==> config.mk <==
export PLATFORM = sky130hd
export DESIGN_NAME = score_hex_display
export DESIGN_NICKNAME = d
export VERILOG_FILES = /design/src/rtl/score_hex_display.sv
export SDC_FILE = /design/constraint.sdc
export NUM_CORES = 1
export LEC_CHECK = 0
export ABC_CLOCK_PERIOD_IN_PS = 2250
export BUFFER_PORTS_ARGS = -buffer_cell sky130_fd_sc_hd__buf_2
export CORE_ASPECT_RATIO = 1.4
export CORE_MARGIN = 2
export CORE_UTILIZATION = 50
export DETAILED_ROUTE_END_ITERATION = 7
export PLACE_DENSITY = 0.73
export SYNTH_ARGS = -nofsm -noshare
export SYNTH_HDL_FRONTEND = slang
export SYNTH_SLANG_ARGS = --single-unit
==> constraint.sdc <==
create_clock -name clk -period 2.25 [get_ports clk]
set_input_delay 0.225 -clock clk [delete_from_list [all_inputs] [get_ports clk]]
set_output_delay 0.225 -clock clk [all_outputs]
set_load 0.005 [all_outputs]
==> src/rtl/score_hex_display.sv <==
// score_hex_display: converts the game score to five BCD digits with a
// sequential double-dabble engine (one bit per cycle) and drives five
// active-low seven-segment displays, with optional leading-zero blanking.
// Optional feature macro: SCORE_BLINK_EN (blink the display during game_over).
module score_hex_display #(
   parameter int unsigned BLINK_DIV = 25_000_000,
   parameter int unsigned LZ_BLANK  = 1
) (
   input  logic        clk,
   input  logic        rst,
   input  logic [15:0] score,
   input  logic        game_over,
   output logic [19:0] bcd,
   output logic        busy,
   output logic [6:0]  HEX0,
   output logic [6:0]  HEX1,
   output logic [6:0]  HEX2,
   output logic [6:0]  HEX3,
   output logic [6:0]  HEX4
);

   localparam logic [1:0] IDLE = 2'd0;
   localparam logic [1:0] CONV = 2'd1;
   localparam logic [1:0] DONE = 2'd2;

   localparam logic [6:0] SEG_BLANK  = 7'b1111111;
   localparam logic [6:0] SEG_ZERO   = 7'b1000000;
   localparam logic [6:0] SEG_RST_HI = (LZ_BLANK != 0) ? SEG_BLANK : SEG_ZERO;

   function automatic logic [6:0] seg7(input logic [3:0] d);
      case (d)
         4'd0:    seg7 = 7'b1000000;
         4'd1:    seg7 = 7'b1111001;
         4'd2:    seg7 = 7'b0100100;
         4'd3:    seg7 = 7'b0110000;
         4'd4:    seg7 = 7'b0011001;
         4'd5:    seg7 = 7'b0010010;
         4'd6:    seg7 = 7'b0000010;
         4'd7:    seg7 = 7'b1111000;
         4'd8:    seg7 = 7'b0000000;
         4'd9:    seg7 = 7'b0010000;
         default: seg7 = SEG_BLANK;
      endcase
   endfunction

   logic [1:0]       state_q;
   logic [15:0]      last_score_q;
   logic [15:0]      sh_q;
   logic [19:0]      acc_q;
   logic [3:0]       cnt_q;
   logic [19:0]      bcd_q;
   logic [4:0][6:0]  hex_q;

   logic [19:0]      adj;
   logic [35:0]      shifted;
   logic [4:0]       lz;
   logic [4:0][6:0]  seg_d;
   logic             blank_all;

   // One double-dabble step: correct digits >= 5, then shift {acc,sh} left.
   always_comb begin
      adj = acc_q;
      for (int i = 0; i < 5; i++) begin
         if (acc_q[4*i +: 4] >= 4'd5) begin
            adj[4*i +: 4] = acc_q[4*i +: 4] + 4'd3;
         end
      end
      shifted = {adj, sh_q} << 1;
   end

   // Segment patterns for the finished accumulator, with leading-zero blanking.
   always_comb begin
      lz    = '0;
      lz[4] = (LZ_BLANK != 0) && (acc_q[19:16] == 4'd0);
      for (int k = 3; k >= 1; k--) begin
         lz[k] = lz[k+1] && (acc_q[4*k +: 4] == 4'd0);
      end
      for (int k = 0; k < 5; k++) begin
         seg_d[k] = lz[k] ? SEG_BLANK : seg7(acc_q[4*k +: 4]);
      end
   end

   // Conversion FSM and output registers.
   always_ff @(posedge clk) begin
      if (!rst) begin
         state_q      <= IDLE;
         last_score_q <= '0;
         sh_q         <= '0;
         acc_q        <= '0;
         cnt_q        <= '0;
         bcd_q        <= '0;
         hex_q        <= {SEG_RST_HI, SEG_RST_HI, SEG_RST_HI, SEG_RST_HI, SEG_ZERO};
      end else begin
         case (state_q)
            IDLE: begin
               // last_score holds the value in flight, so later changes are re-detected here.
               if (score != last_score_q) begin
                  sh_q         <= score;
                  last_score_q <= score;
                  acc_q        <= '0;
                  cnt_q        <= '0;
                  state_q      <= CONV;
               end
            end
            CONV: begin
               acc_q <= shifted[35:16];
               sh_q  <= shifted[15:0];
               cnt_q <= cnt_q + 4'd1;
               if (cnt_q == 4'd15) begin
                  state_q <= DONE;
               end
            end
            DONE: begin
               bcd_q   <= acc_q;
               hex_q   <= seg_d;
               state_q <= IDLE;
            end
            default: state_q <= IDLE;
         endcase
      end
   end

`ifdef SCORE_BLINK_EN
   localparam int unsigned BW = $clog2(BLINK_DIV);

   logic [BW-1:0] blink_cnt_q;
   logic          phase_q;

   // Blink timer: toggles phase every BLINK_DIV cycles while game_over is high.
   always_ff @(posedge clk) begin
      if (!rst || !game_over) begin
         blink_cnt_q <= '0;
         phase_q     <= 1'b0;
      end else if (blink_cnt_q == BW'(BLINK_DIV - 1)) begin
         blink_cnt_q <= '0;
         phase_q     <= ~phase_q;
      end else begin
         blink_cnt_q <= blink_cnt_q + 1'b1;
      end
   end

   assign blank_all = phase_q;
`else
   logic unused_cfg;
   assign unused_cfg = ^{game_over, BLINK_DIV[0]};
   assign blank_all  = 1'b0;
`endif

   assign bcd  = bcd_q;
   assign busy = (state_q != IDLE);
   assign HEX0 = blank_all ? SEG_BLANK : hex_q[0];
   assign HEX1 = blank_all ? SEG_BLANK : hex_q[1];
   assign HEX2 = blank_all ? SEG_BLANK : hex_q[2];
   assign HEX3 = blank_all ? SEG_BLANK : hex_q[3];
   assign HEX4 = blank_all ? SEG_BLANK : hex_q[4];

endmodule

Word-level counts from Yosys, hierarchy flattened --
Memories as Yosys holds them, arrays and structs flattened. A register that Yosys moved wholly into a read port is not among the register bits. Index checks and enable logic that the tools add are counted.
Word-level totals: register bits after elaboration 106, memory bits (read-only) 560, input port bits 19, output and inout bits 56, logic and storage cells 72, memories kept 5
Memories:
- (no name shown) | words 16, width 7, rd ports 1, clocked after Yosys merged registers in 1, wr ports 0, RTL line 31 | case (d)
- (no name shown) | words 16, width 7, rd ports 1, clocked after Yosys merged registers in 1, wr ports 0, RTL line 31
- (no name shown) | words 16, width 7, rd ports 1, clocked after Yosys merged registers in 1, wr ports 0, RTL line 31
- (no name shown) | words 16, width 7, rd ports 1, clocked after Yosys merged registers in 1, wr ports 0, RTL line 31
- (no name shown) | words 16, width 7, rd ports 1, clocked after Yosys merged registers in 1, wr ports 0, RTL line 31
Cells by class: $add $sub $neg 6, $lt $le $gt $ge 5, eq/ne operators 6, mux-type cells 26, reductions and logical operators 14
Operators by type and width (count):
- $mux 4 | 13
- $pmux 20 s2 | 1
- $pmux 16 s2 | 1
- $mux 7 | 4
- $ge 4x3->1 const B | 5
- $mux 20 | 1
- $add 4x2->4 const B | 4
- $logic_not 4->1 | 4
- $mux 16 | 1
- $ne 16x16->1 | 1
- $pmux 4 s2 | 1
- $reduce_and 2->1 | 3
- $add 4x1->4 const B | 1
- $eq 4x4->1 const B | 1
- $mux 2 | 2
- $ne 2x2->1 const B | 2
- $pmux 2 s2 | 1
- $reduce_bool 2->1 | 2
- $add 3x2->3 const B | 1
- $logic_and 1x1->1 | 3
- $mux 3 | 1
- $eq 2x1->1 const B | 1
- $eq 2x2->1 const B | 1
- $logic_not 2->1 | 1
- $logic_not 1->1 | 1

Longest topological paths before layout --
word-level depth 5, mapped depth 13, mapped depth without buffers 12

Worst setup path before layout --
No wires, ideal clock.
path kind register -> register, from reg acc_q[1], to reg with a tool-made name, setup time 0.103 ns, arrival time 2.325 ns, data required time 2.147 ns, slack -0.178 ns, stages on the path, launching flop included 13, path buffers 1, period minus slack after synthesis 2.428 ns, cell sequence dfxtp_1 > clkbuf_1 > inv_1 > ha_1 > nand2b_1 > nor3b_1 > a21oi_1 > o21ai_0 > o211a_1 > inv_1 > ha_1 > and3_1 > a2111oi_2
RTL lines:
- from (decl) | RTL line 49 | logic [19:0] acc_q;
- from (signal assigned) | RTL line 106 | acc_q <= shifted[35:16];

==> flow_summary.ini <==
[run_status]
outcome = finished with violations
violations = setup timing

[drt]
drtAntennaViolNets = 0
wl_per_cell_um = 15.6
via_per_inst = 5.61
firstDrtPassIters = 5
via_count = 5983
wirelength_um = 16600
drc = 0
drtIter0Drc = 280

[yosys]
synth_most_common_cell = dfxtp_1
synthesis.nets = 806
synth_top_family_by_area = compound AO/OA/AOI/OAI gates
synth-seq-cells = 141
synth_xor_area_frac = 0.0302
synth.cells.most_frequent = 141 x dfxtp_1, 133 x nand2_1, 59 x a21oi_1
synth.top_cell.area_share = 0.442
synth_area_leaders = dfxtp_1 44%, nand2_1 7.8%, ha_1 7.4%
synthAdderAreaFrac = 0.0745
yosys.area_share.simple = 0.187
avgSynthCellArea_um2 = 8.53
synth_largest_area_cell = dfxtp_1
synth_compound_area_frac = 0.205
syn-cell-area_um2 = 6390
yosysUniqueCellTypes = 67
synth_edf_count = 0
synthCells = 749
muxShareOfSynthArea = 0.0110
synth_warnings = 0
yosysSeqAreaShare = 0.442
async_reset_ff_frac = 0
synthFlopType = dfxtp_1

[place]
dp_hpwl_um = 11300
dp_slack_ns = -0.281
dpl-instance-area_um2 = 7550
gp_congestion = 0.915
portBuffers = 73

[global_routing]
overflow = 0
antenna_found_initial = 0
grt_pass1_vias = 5831
grt_usage = 0.246
grt_pass1_wl_um = 27000
grt_max_degree = 48

[floorplanning]
dieArea_um2 = 13700
rows = 48
fp.dieW_um = 99.5
start_util = 0.516
core_area_um2 = 12400
die_h_um = 138
io_pins = 75

[worst_setup_path]
crit_type = reg -> reg
end_kind = flip-flop
cp_slowest_cell = a2111oi_4
path_max_fanout = 3
crit_path_start = last_score_q[14]
critPathArrivalTime_ns = 2.86
crit_path_cell_trace = xor2_1, nor4_2, nand4_1, o21bai_2, buf_6, a22oi_2, nor2_2, inv_2, ha_4, and3_4, a2111oi_4
crit_path_max_incr_delay_ns = 0.33
reg2regPathDepth = 11
start_kind = flip-flop
critPathRequiredTime_ns = 2.56
reg2reg_slack_ns = -0.30
r2r-start = last_score_q[14]

[pwr]
clockPowerShare = 0.486
pwr-share-comb = 0.050
pwr-share-seq = 0.463
p_int_mw = 4.30
ir_worst_vdd_uv = 513
leakage_nw = 3.63
p_sw_mw = 1.25
power_density_nw_per_um2 = 655
swShare = 0.225

[clock_network]
h-tree-depth = 4
clk_path_buf_depth = 2
clk_latency_ns = 0.42
root_buffer = clkbuf_16
cts_buffers = 17
clkTransAtPathRegs_ns = 0.06
cts_sinks = 141
cts_tree = done

[final_layout]
design_area_um2 = 8470
n_antenna_cell = 0
fin_nets = 961
syn_to_final_growth_pct = 32.7
drive_above_1_share = 0.312
fin_util = 0.685
fillers = 931

[hold_path]
hold_path.class = in -> reg

[run]
drv_cap = 0

[sta]
period_needed_ns = 2.55
layout_setup_ws_ns = -0.301
period_share = 1.13
rsz0062_at_grt = true
timing.final.hold_violations = 0
finalMaxSlewViolations = 0
maxSlewHeadroom = 0.679
clock_skew_ns = 0.00915
setup_viol_count_final = 28
worst_slew_pin_slew_ns = 0.482
fmax_ghz = 0.392
==> metal layers <==
metal  GRT usage  vias up  part of all wire
li1            -     2922                 -
met3      0.0386       43             0.037
met4       0.122        0             0.033
met1       0.274     2865              0.40
met2       0.451      153              0.53
met5           0        -                 0
==> worst min path at each step <==
stage	endpoint	startpoint	depth (start not counted)
after floorplan	last_score_q[10]	score[10]	2
after global placement	HEX4[5]	flip-flop	2
after detailed placement	HEX2[2]	flip-flop	2
after CTS	last_score_q[0]	score[0]	3
after global routing	last_score_q[0]	score[0]	3
final	last_score_q[0]	score[0]	3
==> cell families after synthesis <==
logic type	count (synthesis)
buffers and inverters	81
adders and majority gates	38
and+or+nand+nor	262
DFF	141
xor gates and xnor gates	22
AOI/OAI and AO/OA	198
muxes	7
==> area by class of cell <==
class / count / area (um^2) / area share
Timing Repair Buffer: 184 / 1250 / 0.148
Multi-Input combinational cell: 527 / 3510 / 0.414
Clock inverter: 12 / 121 / 0.0143
Clock buffer: 19 / 443 / 0.0523
Tap cell: 150 / 188 / 0.0221
Sequential cell: 141 / 2830 / 0.334
Inverter: 33 / 125 / 0.0148
==> critical path, delay by kind of cell (launching register included) <==
family	cells	cell delay (ns)
compound gates	3	0.68
flops	1	0.32
buf+inv	2	0.22
simple gates	4	0.88
xor+xnor	1	0.17
fa+ha+maj	1	0.18
==> layout by cell type, fill, tap and decap left out, drive strengths merged, types with 5 or more instances in the layout <==
master    n
and2      6
nor3     16
inv      33
o21ai    30
nor2     55
clkinv    7
clkbuf   19
a222oi   15
buf     184
nand2   134
ha       38
o22ai    24
mux2i     7
xnor2     5
nand2b   12
o21a      5
nand3     5
and3      5
dfxtp   141
nor3b     7
a22oi     9
a21oi    59
a31oi    16
or2       7
xor2     17
==> timing repair <==
action,4_1_cts,5_1_grt
pin swaps,21,18
gates resized for setup,40,16
hold buffers,0,0
setup endpoints to repair,27,48
buffers inserted,13,7
==> power by group through the flow <==
stage	Combinational (mW)	Clock (mW)	Sequential, mW
after floorplan	0.158	0	2.62
after global placement	0.261	0	2.62
after detailed placement	0.270	0	2.62
after CTS	0.275	2.72	2.57
after global routing	0.306	2.83	2.57
final	0.279	2.70	2.57
==> metrics by stage <==
stage	total power, mW	std cells	hold WS (ns)	TNS, ns
floorplan	2.77	749	0.353	0
global placement	2.88	1019	0.422	-3.41
detailed placement	2.89	1019	0.427	-4.15
CTS	5.56	1062	0.0952	-1.95
global route	5.71	1066	0.120	-8.32
finish	5.55	1066	0.104	-3.17
Power figures use the tool's default switching activity.
